File: src/rtl/mem_port_arbiter.sv
// mem_port_arbiter: shares one memory port between the instruction-fetch and
// load/store requesters. One grant at a time, address held for the fixed read
// latency, read data registered, one-cycle acknowledge to the granted side.
// Under contention the side that did not win last time gets the port.
module mem_port_arbiter #(
   parameter int MEM_LAT = 2,
   parameter int DATA_W  = 64
) (
   input  logic              Clk,
   input  logic              Reset,
   input  logic              IReq,
   input  logic [DATA_W-1:0] IAddr,
   output logic              IAck,
   input  logic              DReq,
   input  logic              DWr,
   input  logic [DATA_W-1:0] DAddr,
   input  logic [DATA_W-1:0] DWdata,
   output logic              DAck,
   output logic [DATA_W-1:0] RData,
   output logic              MemEn,
   output logic              MemWr,
   output logic [DATA_W-1:0] MemAddr,
   output logic [DATA_W-1:0] MemWdata,
   input  logic [DATA_W-1:0] MemRdata,
   output logic              Busy,
   output logic              Owner
);

   localparam int CNT_W = $clog2(MEM_LAT + 1);

   typedef enum logic [1:0] {
      IDLE = 2'd0,
      BUSY = 2'd1,
      DONE = 2'd2
   } state_t;

   state_t             state_q, state_d;
   logic [CNT_W-1:0]   cnt_q, cnt_d;
   logic [DATA_W-1:0]  addr_q, addr_d;
   logic [DATA_W-1:0]  wdata_q, wdata_d;
   logic               wr_q, wr_d;
   // Owner doubles as the last-winner flag: both change only on a grant and
   // both reset to instruction, so the first contention goes to data.
   logic               owner_q, owner_d;
   logic [DATA_W-1:0]  rdata_q, rdata_d;
   logic               win_d;

   // State and datapath registers; everything clears on reset.
   always_ff @(posedge Clk or negedge Reset) begin
      if (!Reset) begin
         state_q <= IDLE;
         cnt_q   <= '0;
         addr_q  <= '0;
         wdata_q <= '0;
         wr_q    <= 1'b0;
         owner_q <= 1'b0;
         rdata_q <= '0;
      end else begin
         state_q <= state_d;
         cnt_q   <= cnt_d;
         addr_q  <= addr_d;
         wdata_q <= wdata_d;
         wr_q    <= wr_d;
         owner_q <= owner_d;
         rdata_q <= rdata_d;
      end
   end

   // Next-state: arbitrate and latch in IDLE, count down in BUSY, ack in DONE.
   always_comb begin
      state_d = state_q;
      cnt_d   = cnt_q;
      addr_d  = addr_q;
      wdata_d = wdata_q;
      wr_d    = wr_q;
      owner_d = owner_q;
      rdata_d = rdata_q;
      win_d   = 1'b0;
      case (state_q)
         IDLE: begin
            if (IReq || DReq) begin
               // Data wins if it is alone, or if instruction won last time.
               win_d   = DReq && (!IReq || !owner_q);
               owner_d = win_d;
               addr_d  = win_d ? DAddr : IAddr;
               wr_d    = win_d && DWr;
               wdata_d = win_d ? DWdata : '0;
               // A store occupies the port for one cycle; a read for MEM_LAT.
               cnt_d   = (win_d && DWr) ? CNT_W'(1) : CNT_W'(MEM_LAT);
               state_d = BUSY;
            end
         end
         BUSY: begin
            cnt_d = cnt_q - CNT_W'(1);
            if (cnt_q == CNT_W'(1)) begin
               if (!wr_q) begin
                  rdata_d = MemRdata;
               end
               state_d = DONE;
            end
         end
         DONE: begin
            state_d = IDLE;
         end
         default: begin
            state_d = IDLE;
         end
      endcase
   end

   // Outputs are decoded from registered state only; no path from the requests.
   assign Busy     = (state_q != IDLE);
   assign MemEn    = (state_q == BUSY);
   assign MemWr    = (state_q == BUSY) && wr_q;
   assign MemAddr  = (state_q == BUSY) ? addr_q : '0;
   assign MemWdata = (state_q == BUSY) ? wdata_q : '0;
   assign IAck     = (state_q == DONE) && !owner_q;
   assign DAck     = (state_q == DONE) && owner_q;
   assign RData    = rdata_q;
   assign Owner    = owner_q;

endmodule

File: config.mk
export PLATFORM = sky130hd
export DESIGN_NAME = mem_port_arbiter
export DESIGN_NICKNAME = d
export VERILOG_FILES = /design/src/rtl/mem_port_arbiter.sv
export SDC_FILE = /design/constraint.sdc
export NUM_CORES = 1
export LEC_CHECK = 0
export ABC_AREA = 1
export CAP_MARGIN = 20
export CORE_AREA = 2 2 179 181
export DETAILED_ROUTE_END_ITERATION = 8
export DIE_AREA = 0 0 181 183
export PLACE_DENSITY_LB_ADDON = 0.1
export RECOVER_POWER = 100
export SYNTH_ARGS = -nofsm -noshare
export SYNTH_HDL_FRONTEND = slang
export SYNTH_SLANG_ARGS = --single-unit
File: constraint.sdc
create_clock -name Clk -period 1.4 [get_ports Clk]
set_input_delay 0.28 -clock Clk [delete_from_list [all_inputs] [get_ports Clk]]
set_output_delay 0.28 -clock Clk [all_outputs]
set_load 0.05 [all_outputs]
Word-level counts from Yosys, hierarchy flattened
Index checks and enable logic that the tools add are counted.

Reduce and logical (&&, ||, !) cells: 16. Div/mod/pow operators: 0. Order comparisons: 0. Bitwise gates (word level): 1. Multipliers: 0. Muxes and demuxes: 10. Equality and inequality tests: 5. $add $sub $neg: 1. Shift operators: 0.

Operator list (count): $mux 64 (4); $mux 2 (4); $pmux 2 s2 (2); $reduce_and 2->1 (3); $logic_and 1x1->1 (5); $eq 2x1->1 const B (2); $reduce_bool 2->1 (2); $reduce_and 3->1 (1); $eq 2x2->1 const B (1); $logic_not 1->1 (2); $logic_not 2->1 (1); $logic_or 1x1->1 (2); $ne 2x1->1 const B (1); $ne 2x2->1 const B (1); $sub 2x1->2 const B (1); $not 1->1 (1).

Bits in registers: 198. Memories kept: 0. Output and inout bits: 198. Memory bits (writable): 0. Latch bits: 0. Input port bits: 261. Bits in read-only memories: 0.

Depth between registers and ports, before layout
Depth after elaboration: 7. Depth in mapped cells: 8. Gate-level depth less buffers: 7.

Worst setup path after synthesis
No wires, ideal clock.

Path kind: register -> output. From: register owner_q (netlist: Owner). To: output IAck. Data required time: 1.120 ns. Path buffers: 0. Slack: -0.614 ns. Arrival: 1.734 ns. Cell stages (with the launch flop): 2. Cell sequence: dfrtp_1 nor3_1.

Word-level cells in the longest chain between the ends: 2.

RTL lines: start: declaration (RTL line 44) `logic owner_q, owner_d;`; start signal: assignment (RTL line 64) `owner_q <= owner_d;`; $logic_not 1->1 (RTL line 117) `assign IAck = (state_q == DONE) && !owner_q;`; $logic_and 1x1->1 (RTL line 117); end: declaration (RTL line 13) `output logic IAck,`.

No other way between the ends.

Final worst setup path
From: register state_q[0]. To: output MemWdata[24].

Word-level cells in the longest chain between the ends: 2.

RTL lines: start: declaration (RTL line 37) `state_t state_q, state_d;`; start signal: assignment (RTL line 59) `state_q <= state_d;`; $eq 2x1->1 (RTL line 116) `assign MemWdata = (state_q == BUSY) ? wdata_q : '0;`; $mux 64 (RTL line 116); end: declaration (RTL line 23) `output logic [DATA_W-1:0] MemWdata,`.

No other way between the ends.

==> impl.org <==
** Routing
- DR pass1 iterations :: 5
- # DRC :: 0
- Antenna-violating nets left :: 0
- After detailed routing, the number of vias per cell comes to 4.52.
- The routed design has 38.6 mm of wire.
- Total via count in the routed design :: 10,260
- Average wire length per cell after detail routing :: 17.0 um
- DR iter-0 viols :: 419

** Worst setup path
- CP most frequent cell :: sky130_fd_sc_hd__buf_12
- Crit path cell chain :: nand2_8, buf_12, nor2_2, buf_12
- Of all nets on the critical path, the largest fanout is 43.
- STA classifies the critical path startpoint as a flop.
- The worst setup path is captured at a primary output.
- On the critical path, the stage with the largest delay is an instance of sky130_fd_sc_hd__dfrtp_2.
- Critical Path Max Stage Delay :: 0.49 ns
- Counting cells, the worst reg-to-reg path comes to 11.
- The critical path contains buffers and inverters numbering 2 combined.
- R2r setup slk :: -0.44 ns
- Data on the critical path arrives at its endpoint at 1.67 ns.
- At the worst endpoint, the required time is 1.12 ns.
- Reg2reg start :: state_q[1]
- Reg2Reg Capture Point :: RData[41]
- Worst setup path start :: state_q[0]
- Crit Path Class :: reg2out
- Top cell family by delay on the critical path :: flip-flops

** CTS
- TritonCTS built the clock tree.
- Number of buffers created by CTS :: 17
- Clock latency reported for the late side of the worst-skew pair :: 0.44 ns
- CTS built an H-tree with a depth of 4.
- Clock transition at path regs :: 0.08 ns
- The tree built by TritonCTS fans out to 198 sinks.
- Maximum number of buffers from clock root to sink :: 2
- The cell sitting at the root of the clock tree is a sky130_fd_sc_hd__clkbuf_16.

** Place
- Final GP Congestion :: 0.794
- HPWL reported at the end of detailed placement :: 26.9 mm
- Placed Cells :: 2,192
- IO buf count :: 458

** Outcome
- The final reports fail on negative setup slack.
- The run finished, with violations left.

** Min path
- Hold EP :: wdata_q[18]
- The worst hold path passes through 3 cells.
- The path class of the tightest hold or removal check is in2reg.
- Launch point of the worst hold path :: DWdata[18]

** STA
- For the final database, setup skew stands at 0.0159 ns.
- Count of final setup violators :: 331
- In this run the tightest slew margin relative to its limit is 0.362.
- Dividing the final minimum period by the clock period gives 1.40.
- Unrepaired setup endpoints after global routing :: yes
- Maximum clock frequency :: 512 MHz
- The count of endpoints failing hold in the final timing report was 0.
- At the pin with the least slew margin, the transition time is 0.957 ns.
- Setup slack on the critical path of the routed design comes to -0.554 ns.
- For the finished layout, the period the worst path requires is 1.95 ns.
- The number of slew-limit violations in the final report came to 0.

** Yosys
- Total of flip-flops plus latches after synthesis :: 198
- Combined area of all synthesized cells :: 9630 um2
- Counting every net in the synthesized netlist gives 1,605.
- Count of mapped cells out of synthesis :: 1,343
- Sorting the synthesized cells by area gives the leading types as sky130_fd_sc_hd__dfrtp_1 (51%), sky130_fd_sc_hd__nand2_1 (23%), sky130_fd_sc_hd__nand3_1 (6.9%), sky130_fd_sc_hd__inv_1 (6.3%), sky130_fd_sc_hd__nor2_1 (5.2%).
- Of the synthesized area, sequential elements account for 0.514.
- Area share of the largest cell type after synthesis :: 0.514
- Unique cell type count in the Yosys netlist :: 18
- By instance count, the leading cell after synthesis is sky130_fd_sc_hd__nand2_1.
- Yosys Warn Count :: 0
- Synthesized area divided by synthesized cell count :: 7.17 um2
- Count of flip-flops with a built-in enable after synthesis :: 0
- Most used standard cells in the synthesized netlist :: sky130_fd_sc_hd__nand2_1 (594), sky130_fd_sc_hd__dfrtp_1 (198), sky130_fd_sc_hd__inv_1 (162), sky130_fd_sc_hd__nor2_1 (134), sky130_fd_sc_hd__nand3_1 (133)
- For this run, the leading register cell type out of synthesis is sky130_fd_sc_hd__dfrtp_1.
- After synthesis, the share of flip-flops with an asynchronous set or reset is 1.00.
- Biggest area consumer among synthesized cells :: sky130_fd_sc_hd__dfrtp_1

** Floorplan
- The die is 181 um wide.
- 459 I/O pins were placed.
- Count of standard-cell rows :: 65
- The die covers 33,100 um2.
- Die Y-Extent :: 183 um
- Initial core utilization :: 0.308
- The core region is 31,200 um2.

** Finish
- Post-route non-filler standard cell count :: 2,272
- Synthesis-to-finish area growth :: 97.1%
- Layout Nets :: 2,112
- Layout cell share with drive strength beyond 1 :: 0.314

** GRT
- Pin count of the biggest net entering global routing :: 65
- Number of global-route vias before repair :: 9,969
- Antenna violations before repair :: 9
- For this run, the total global-route usage over all layers was measured as 0.222.
- First-pass GRT wire length :: 56.8 mm
- For this run the aggregate overflow at the end of global routing stands at 0.

** Power and ir drop
- Worst voltage drop across the vdd grid :: 1.30 mV
- Total power for the finished layout comes to 0.0519 W.
- In this run the power density over the cells is 2740 nW/um2.
- Leakage power :: 9.13 nW

** Job
- Count of maximum capacitance violations :: 0
==> sequential cells by signal, indices dropped and copies added, names as in the netlist <==
| name | count |
|---|---|
| Owner | 1 |
| RData | 64 |
| addr_q | 64 |
| cnt_q | 2 |
| state_q | 2 |
| wdata_q | 64 |
| wr_q | 1 |
==> per-layer routing <==
layer | share of wire | up-vias | GRT usage
met2 | 0.49 | 336 | 0.372
met3 | 0.071 | 54 | 0.0637
met1 | 0.41 | 4842 | 0.272
met5 | 0.00070 | - | 0
li1 | - | 5024 | -
met4 | 0.026 | 4 | 0.0836
==> timing repair <==
action,in CTS,in global routing
endpoints found under the setup margin,238,332
hold endpoints to repair,21,0
gates cloned,6,16
hold buffers,1,0
resized for setup,91,192
pin swaps,3,38
setup buffers,6,14
==> cells in the final DEF (no fill, tap or decap), types with 28 or more instances in the layout <==
master | netlist | layout
sky130_fd_sc_hd__nor2_2 | 0 | 48
sky130_fd_sc_hd__buf_4 | 7 | 92
sky130_fd_sc_hd__nor2_4 | 1 | 66
sky130_fd_sc_hd__clkdlybuf4s50_1 | 0 | 258
sky130_fd_sc_hd__nand2_4 | 0 | 33
sky130_fd_sc_hd__clkbuf_16 | 0 | 28
sky130_fd_sc_hd__nand2_1 | 594 | 505
sky130_fd_sc_hd__dfrtp_1 | 198 | 196
sky130_fd_sc_hd__nand3_1 | 133 | 106
sky130_fd_sc_hd__nand2_2 | 3 | 57
sky130_fd_sc_hd__buf_12 | 0 | 171
sky130_fd_sc_hd__inv_1 | 162 | 160
==> worst min-delay path: stages <==
cell	delay (ns)
sky130_fd_sc_hd__clkdlybuf4s50_1	0.40
sky130_fd_sc_hd__nand2_1	0.06
sky130_fd_sc_hd__nand2_1	0.04
==> layout make-up <==
cell class | count | area [um2]
clock buffers | 18 | 439
diodes | 7 | 17.5
multi-input cells | 900 | 4870
fillers | 2692 | 12200
well taps | 402 | 503
clock inverters | 14 | 179
flip-flops and latches | 198 | 4960
inverters | 164 | 631
repair buffers | 569 | 7390
==> report_power, final <==
| part | switching, W | internal (W) | leakage [nW] | total [W] |
|---|---|---|---|---|
| clock network | 0.00259 | 0.00264 | 0.301 | 0.00523 |
| registers | 0.00189 | 0.00857 | 2.49 | 0.0105 |
| logic | 0.0209 | 0.0153 | 6.34 | 0.0363 |
==> how the worst max path moves through the flow <==
stage	slack, ns	endpoint	cells after the start
finish	-0.55	MemWdata[24]	4
global route	-0.63	MemWdata[14]	4
floorplan	-0.38	MemAddr[60]	5
global placement	-0.30	wdata_q[18]	9
CTS	-0.56	MemAddr[15]	6
detailed placement	-0.38	wdata_q[29]	9
==> logic make-up after synthesis <==
kind of cell	share of synthesized area
AND/OR/NAND/NOR	0.379
adder cells (fa/ha/maj)	0.00130
flip-flops	0.514
AO/OA/AOI/OAI	0.00156
buffers and inverters	0.104
==> stage by stage <==
stage               setup slack [ns]   util  setup TNS (ns)  hold WS, ns  area [um2]
floorplan                     -0.377      -          -45.23      -0.0156        9940
finish                        -0.554  0.608          -97.95        0.377       19000
global placement              -0.300  0.561          -46.28        0.214       17500
CTS                           -0.564  0.597         -102.97        0.315       18600
detailed placement            -0.379  0.561          -52.59        0.215       17500
global route                  -0.626  0.608         -128.76        0.367       19000
Power figures use the tool's default switching activity.
